===== src/rtl/masked_and_ctrl_if.sv =====
// Handshake bundle between plain-domain control, the masked AND controller and the gadget.
// slave = controller view, master = environment (requester, result consumer, gadget).
interface masked_and_ctrl_if #(
  parameter int D = 2
);
  localparam int RINW = D * (D - 1) / 2;
  localparam int RNDW = 2 * (D - 1) + RINW;

  logic            in_valid;
  logic            in_ready;
  logic            a;
  logic            b;
  logic [RNDW-1:0] rnd_in;

  logic            res_valid;
  logic            res_ready;
  logic            result;
  logic [D-1:0]    result_shares;
  logic            res_err;

  logic [D-1:0]    and_ina;
  logic [D-1:0]    and_inb;
  logic [RINW-1:0] and_rin;
  logic            and_enable;
  logic            and_done;
  logic [D-1:0]    and_out;

  modport slave (
    input  in_valid, a, b, rnd_in, res_ready, and_done, and_out,
    output in_ready, res_valid, result, result_shares, res_err,
           and_ina, and_inb, and_rin, and_enable
  );

  modport master (
    output in_valid, a, b, rnd_in, res_ready, and_done, and_out,
    input  in_ready, res_valid, result, result_shares, res_err,
           and_ina, and_inb, and_rin, and_enable
  );
endinterface


===== src/rtl/masked_and_ctrl.sv =====
// Masks a/b into D shares, runs the AND gadget until done or timeout; result N+1 edges after transfer.
// in_ready only in IDLE; result held in HOLD until res_ready; gadget inputs are zero outside RUN.
module masked_and_ctrl #(
  parameter int D       = 2,
  parameter int TIMEOUT = 15
) (
  input  logic              clk,
  input  logic              rst_n,
  masked_and_ctrl_if.slave  bus
);
  localparam int RINW = D * (D - 1) / 2;
  localparam int RNDW = 2 * (D - 1) + RINW;

  typedef enum logic [1:0] {
    IDLE = 2'd0,
    RUN  = 2'd1,
    HOLD = 2'd2
  } state_t;

  state_t          state_q, state_d;
  logic [D-1:0]    ina_q, ina_d;
  logic [D-1:0]    inb_q, inb_d;
  logic [RINW-1:0] rin_q, rin_d;
  logic [7:0]      cnt_q, cnt_d;
  logic            res_q, res_d;
  logic [D-1:0]    rsh_q, rsh_d;
  logic            err_q, err_d;

  logic [D-1:0]    split_a;
  logic [D-1:0]    split_b;
  logic            par_a;
  logic            par_b;

  // Last share absorbs the operand so the unmasked bit never reaches a register.
  always_comb begin
    split_a = '0;
    split_b = '0;
    par_a   = bus.a;
    par_b   = bus.b;
    for (int i = 0; i < D - 1; i++) begin
      split_a[i] = bus.rnd_in[i];
      split_b[i] = bus.rnd_in[D - 1 + i];
      par_a      = par_a ^ bus.rnd_in[i];
      par_b      = par_b ^ bus.rnd_in[D - 1 + i];
    end
    split_a[D-1] = par_a;
    split_b[D-1] = par_b;
  end

  always_comb begin
    state_d = state_q;
    ina_d   = ina_q;
    inb_d   = inb_q;
    rin_d   = rin_q;
    cnt_d   = cnt_q;
    res_d   = res_q;
    rsh_d   = rsh_q;
    err_d   = err_q;
    case (state_q)
      IDLE: begin
        if (bus.in_valid) begin
          state_d = RUN;
          ina_d   = split_a;
          inb_d   = split_b;
          rin_d   = bus.rnd_in[RNDW-1:2*(D-1)];
          cnt_d   = '0;
        end
      end
      RUN: begin
        cnt_d = cnt_q + 8'd1;
        // done wins over a timeout landing on the same edge
        if (bus.and_done) begin
          state_d = HOLD;
          res_d   = ^bus.and_out;
          rsh_d   = bus.and_out;
          err_d   = 1'b0;
          ina_d   = '0;
          inb_d   = '0;
          rin_d   = '0;
        end else if (cnt_q == 8'(TIMEOUT - 1)) begin
          state_d = HOLD;
          res_d   = 1'b0;
          rsh_d   = '0;
          err_d   = 1'b1;
          ina_d   = '0;
          inb_d   = '0;
          rin_d   = '0;
        end
      end
      HOLD: begin
        if (bus.res_ready) begin
          state_d = IDLE;
          err_d   = 1'b0;
        end
      end
      default: begin
        state_d = IDLE;
        ina_d   = '0;
        inb_d   = '0;
        rin_d   = '0;
      end
    endcase
  end

  always_ff @(posedge clk or negedge rst_n) begin
    if (!rst_n) begin
      state_q <= IDLE;
      ina_q   <= '0;
      inb_q   <= '0;
      rin_q   <= '0;
      cnt_q   <= '0;
      res_q   <= 1'b0;
      rsh_q   <= '0;
      err_q   <= 1'b0;
    end else begin
      state_q <= state_d;
      ina_q   <= ina_d;
      inb_q   <= inb_d;
      rin_q   <= rin_d;
      cnt_q   <= cnt_d;
      res_q   <= res_d;
      rsh_q   <= rsh_d;
      err_q   <= err_d;
    end
  end

  // Handshake outputs decode the state register, so reset clears them without a clock.
  assign bus.in_ready      = (state_q == IDLE);
  assign bus.res_valid     = (state_q == HOLD);
  assign bus.and_enable    = (state_q == RUN);
  assign bus.result        = res_q;
  assign bus.result_shares = rsh_q;
  assign bus.res_err       = err_q;
  assign bus.and_ina       = ina_q;
  assign bus.and_inb       = inb_q;
  assign bus.and_rin       = rin_q;

endmodule


===== src/flat_wrapper.sv =====
// flat-port wrapper written by rule: the top's interface ports become plain ports
module masked_and_ctrl_flat 
#(
  parameter int D       = 2,
  parameter int TIMEOUT = 15
)
  (clk, rst_n, bus_in_valid, bus_a, bus_b, bus_rnd_in, bus_res_ready, bus_and_done, bus_and_out, bus_in_ready, bus_res_valid, bus_result, bus_result_shares, bus_res_err, bus_and_ina, bus_and_inb, bus_and_rin, bus_and_enable);
  masked_and_ctrl_if #(.D(D)) bus_i ();
  input  logic clk;
  input  logic rst_n;
  input wire logic [$bits(bus_i.in_valid)-1:0] bus_in_valid;
  input wire logic [$bits(bus_i.a)-1:0] bus_a;
  input wire logic [$bits(bus_i.b)-1:0] bus_b;
  input wire logic [$bits(bus_i.rnd_in)-1:0] bus_rnd_in;
  input wire logic [$bits(bus_i.res_ready)-1:0] bus_res_ready;
  input wire logic [$bits(bus_i.and_done)-1:0] bus_and_done;
  input wire logic [$bits(bus_i.and_out)-1:0] bus_and_out;
  output wire logic [$bits(bus_i.in_ready)-1:0] bus_in_ready;
  output wire logic [$bits(bus_i.res_valid)-1:0] bus_res_valid;
  output wire logic [$bits(bus_i.result)-1:0] bus_result;
  output wire logic [$bits(bus_i.result_shares)-1:0] bus_result_shares;
  output wire logic [$bits(bus_i.res_err)-1:0] bus_res_err;
  output wire logic [$bits(bus_i.and_ina)-1:0] bus_and_ina;
  output wire logic [$bits(bus_i.and_inb)-1:0] bus_and_inb;
  output wire logic [$bits(bus_i.and_rin)-1:0] bus_and_rin;
  output wire logic [$bits(bus_i.and_enable)-1:0] bus_and_enable;
  assign bus_i.in_valid = bus_in_valid;
  assign bus_i.a = bus_a;
  assign bus_i.b = bus_b;
  assign bus_i.rnd_in = bus_rnd_in;
  assign bus_i.res_ready = bus_res_ready;
  assign bus_i.and_done = bus_and_done;
  assign bus_i.and_out = bus_and_out;
  assign bus_in_ready = bus_i.in_ready;
  assign bus_res_valid = bus_i.res_valid;
  assign bus_result = bus_i.result;
  assign bus_result_shares = bus_i.result_shares;
  assign bus_res_err = bus_i.res_err;
  assign bus_and_ina = bus_i.and_ina;
  assign bus_and_inb = bus_i.and_inb;
  assign bus_and_rin = bus_i.and_rin;
  assign bus_and_enable = bus_i.and_enable;
  masked_and_ctrl #(.D(D), .TIMEOUT(TIMEOUT)) u_core (.clk(clk), .rst_n(rst_n), .bus(bus_i));
endmodule

===== config.mk =====
export PLATFORM = sky130hd
export DESIGN_NAME = masked_and_ctrl_flat
export DESIGN_NICKNAME = d
export VERILOG_FILES = /design/src/rtl/masked_and_ctrl_if.sv /design/src/rtl/masked_and_ctrl.sv /design/src/flat_wrapper.sv
export SDC_FILE = /design/constraint.sdc
export NUM_CORES = 1
export LEC_CHECK = 0
export CAP_MARGIN = 20
export CORE_UTILIZATION = 51
export DETAILED_ROUTE_END_ITERATION = 8
export PLACE_DENSITY = 0.9
export SETUP_SLACK_MARGIN = 0.1
export SYNTH_ARGS = -nofsm -noshare
export SYNTH_HDL_FRONTEND = slang
export SYNTH_SLANG_ARGS = --single-unit

===== constraint.sdc =====
create_clock -name clk -period 4.3 [get_ports clk]
set_input_delay 0.645 -clock clk [delete_from_list [all_inputs] [get_ports clk]]
set_output_delay 0.645 -clock clk [all_outputs]
set_load 0.02 [all_outputs]

==> impl_metrics.tcl <==
set metrics [dict create \
    post-route-drc-count 0 \
    first_pass_grt_wire_length_mm 3.35 \
    maxCapViolations 0 \
    mux_contribution_to_synthesized_area_pct 11.2 \
    cts_setup_buffers 0 \
    synth_async_sr_flop_share_pct 100 \
    syn_area_um2 991 \
    min_delay_path_depth 1 \
    r2r-end "u_core.bus.and_inb[0]$_DFFE_PN0P_" \
    r2r-start "u_core.cnt_q[0]$_DFFE_PN0P_" \
    max_slew_margin_pct 45.0 \
    drt_first_pass_iters 4 \
    detail_route.wl_per_cell_um 14.5 \
    fmax_mhz 377 \
    ant_nets 0 \
    first_global_vias 800 \
    htreeDepth 1 \
    r2r_setup_slack_ps 2610 \
    cts_hold_buf 0 \
    fin_skew_ps 7.50 \
    grt_max_degree 20 \
    fin_crit_ps 2650 \
    clock_tree_from_tritoncts "yes" \
    synth_edf_count 0 \
    timing.critical_path.arrival_ps 2000 \
    setup_viol_count_final 0 \
    cts_inserted_buffers 3 \
    critPathCaptureType "primary output" \
    initial_utilization_pct 55.6 \
    detailed_place_hpwl_mm 1.52 \
    setup-tns-final_ps 0 \
    synth_area_leaders "sky130_fd_sc_hd__dfrtp_1 (48%), sky130_fd_sc_hd__mux2i_1 (10%), sky130_fd_sc_hd__o2bb2ai_1 (4.4%)" \
    clk_pin_slew_worst_paths_ps 110 \
    post_route_cells_drive_above_1_share_pct 7.83 \
    startpoint_type "flip-flop" \
    layout.cells.most_common "sky130_fd_sc_hd__clkdlybuf4s50_1" \
    maxSlewViolCount 0 \
    cts.repair.resized 0 \
    crit_fanout 13 \
    power.density_nw_per_um2 591 \
    worst_hold_startpoint "u_core.cnt_q[7]$_DFFE_PN0P_" \
    drt_first_iter_violations 15 \
    diodes 0 \
    numPlacedInstances 136 \
    worst_skew_pair.late_latency_ps 290 \
    cts_sinks 19 \
    synthAdderAreaFrac_pct 2.53 \
    min-delay-path-class "reg -> reg" \
    fp-row-count 15 \
    final_wl_mm 2.03 \
    num-nets-final 130 \
    dominant_combinational_cell_family_by_area_after_synthesis "compound AO/OA/AOI/OAI gates" \
    power.ir.vdd_worst_uv 357 \
    final.period_utilization_pct 61.6 \
    timing.hold.worst_endpoint "u_core.cnt_q[7]$_DFFE_PN0P_" \
    syn_to_final_growth_pct 27.5 \
    postSynthAreaPerCell_um2 10.8 \
    gp_congestion 0.845 \
    cts_root_buffer "sky130_fd_sc_hd__clkbuf_4" \
    overflow 0 \
    final.hold.worst_slack_ps 486 \
    hold_viol_final 0 \
    most-common-layout-cells "sky130_fd_sc_hd__clkdlybuf4s50_1 (23), sky130_fd_sc_hd__dfrtp_1 (19), sky130_fd_sc_hd__mux2i_1 (10)" \
    placeable_core_region_um2 1780 \
    top_level_ports 24 \
    avgViaCountPerCell 5.64 \
    die_area_um2 2120 \
    yosys_warnings 0 \
    die_width_um 46.1 \
    fill_cells 128 \
    tightest_slew_ps 822 \
    layout.cells.non_filler 140 \
    netlist_instances 92 \
    synth_top_area_share_pct 48.0 \
    postSynthRegisterBits 19 \
    ys.flop_type "sky130_fd_sc_hd__dfrtp_1" \
    cell_accounting_for_the_most_synthesized_area "sky130_fd_sc_hd__dfrtp_1" \
    dr_total_vias 790 \
    gr_usage_total_pct 22.3 \
    synth_xor_xnor_area_share_pct 2.65 \
    clock_tree.buffer_depth 2 \
    synthDistinctLibCells 30 \
    worst_r2r_path_depth 5 \
    seq_area_frac_synth_pct 48.0 \
    io_buffers 23 \
    critPathRequiredTime_ps 3650 \
    synth.net_count 106 \
    run_status "finished clean" \
    synth-compound-area-share_pct 16.5 \
    finish.utilization_pct 70.9 \
    vertical_die_dimension_um 46.1 \
    setup_crit_path_kind "reg -> out" \
    grt_setup_unrepaired "no" \
    static-leakage-power_nw 0.604 \
    yosys.area_share.simple_pct 14.9 \
    number_of_antenna_violations_at_the_first_check_in_global_routing 0 \
]
[power breakdown]
group | switching (mW) | internal [mW] | leakage, nW | total (mW)
clock | 0.0519 | 0.0360 | 0.0150 | 0.0879
sequential | 0.0704 | 0.234 | 0.245 | 0.305
combinational | 0.180 | 0.174 | 0.344 | 0.354
total | 0.302 | 0.444 | 0.604 | 0.747
[worst max-delay path by stage]
| stage | endpoint | start | slack, ps |
|---|---|---|---|
| final | bus_and_enable | u_core.state_q[0]$_DFFE_PN0P_ | 1650 |
| after CTS | bus_and_enable | u_core.state_q[0]$_DFFE_PN0P_ | 1690 |
| after floorplan | bus_res_valid | u_core.state_q[0]$_DFFE_PN0P_ | 2710 |
| after detailed placement | bus_and_enable | u_core.state_q[0]$_DFFE_PN0P_ | 2020 |
| after global routing | bus_and_enable | u_core.state_q[0]$_DFFE_PN0P_ | 1540 |
| after global placement | bus_and_enable | u_core.state_q[0]$_DFFE_PN0P_ | 2080 |
[area by class of cell]
class,instances,area [µm²],share of cell area (%)
tap,25,31.3,2.48
timing repair buffer,23,230,18.2
sequential,19,475,37.6
inverter,7,26.3,2.08
multi-input combinational,62,474,37.5
clock buffer,4,26.3,2.08
[cell usage after synthesis (all sizes together) (2+ instances only)]
cell and instances:
mux2i 10, nand4 2, nor2 2, clkbuf 4, inv 7, nand2b 2
o21ai 7, ha 2, dfrtp 19, nand2 9, xor2 3, a22oi 3
a22o 2, o2bb2ai 5
[logic make-up after synthesis]
| kind of cell | Yosys count |
|---|---|
| and+or+nand+nor | 25 |
| AOI/OAI and AO/OA | 21 |
| DFF | 19 |
| buffers and inverters | 11 |
| muxes | 11 |
| xor gates and xnor gates | 3 |
| adders and majority gates | 2 |
[critical path, stage by stage (launching register included)]
cell                              delay [ps]
sky130_fd_sc_hd__dfrtp_1                 590
sky130_fd_sc_hd__nand2b_1                260
sky130_fd_sc_hd__inv_1                   240
sky130_fd_sc_hd__clkdlybuf4s50_1         640
[sequential cells by signal (all words and copies together), names as in the netlist]
register                  count
u_core.bus.and_ina            2
u_core.bus.and_inb            2
u_core.bus.and_rin            1
u_core.bus.res_err            1
u_core.bus.result             1
u_core.bus.result_shares      2
u_core.cnt_q                  8
u_core.state_q                2
[per-layer routing]
metal	GRT usage [%]	wire (µm)	vias up
li1	-	-	382
met1	26.9	923	378
met2	36.9	985	22
met3	5.10	79	8
met4	11.2	40	0
met5	0	0	-
[metrics by stage]
step	worst slack (ps)	cell area, µm²	power [mW]
after floorplan	2710	991	0.506
after global placement	2080	1240	0.644
after detailed placement	2020	1240	0.660
after CTS	1690	1260	0.748
after global routing	1540	1260	0.791
final	1650	1260	0.747
(Power assumes the default switching activity.)
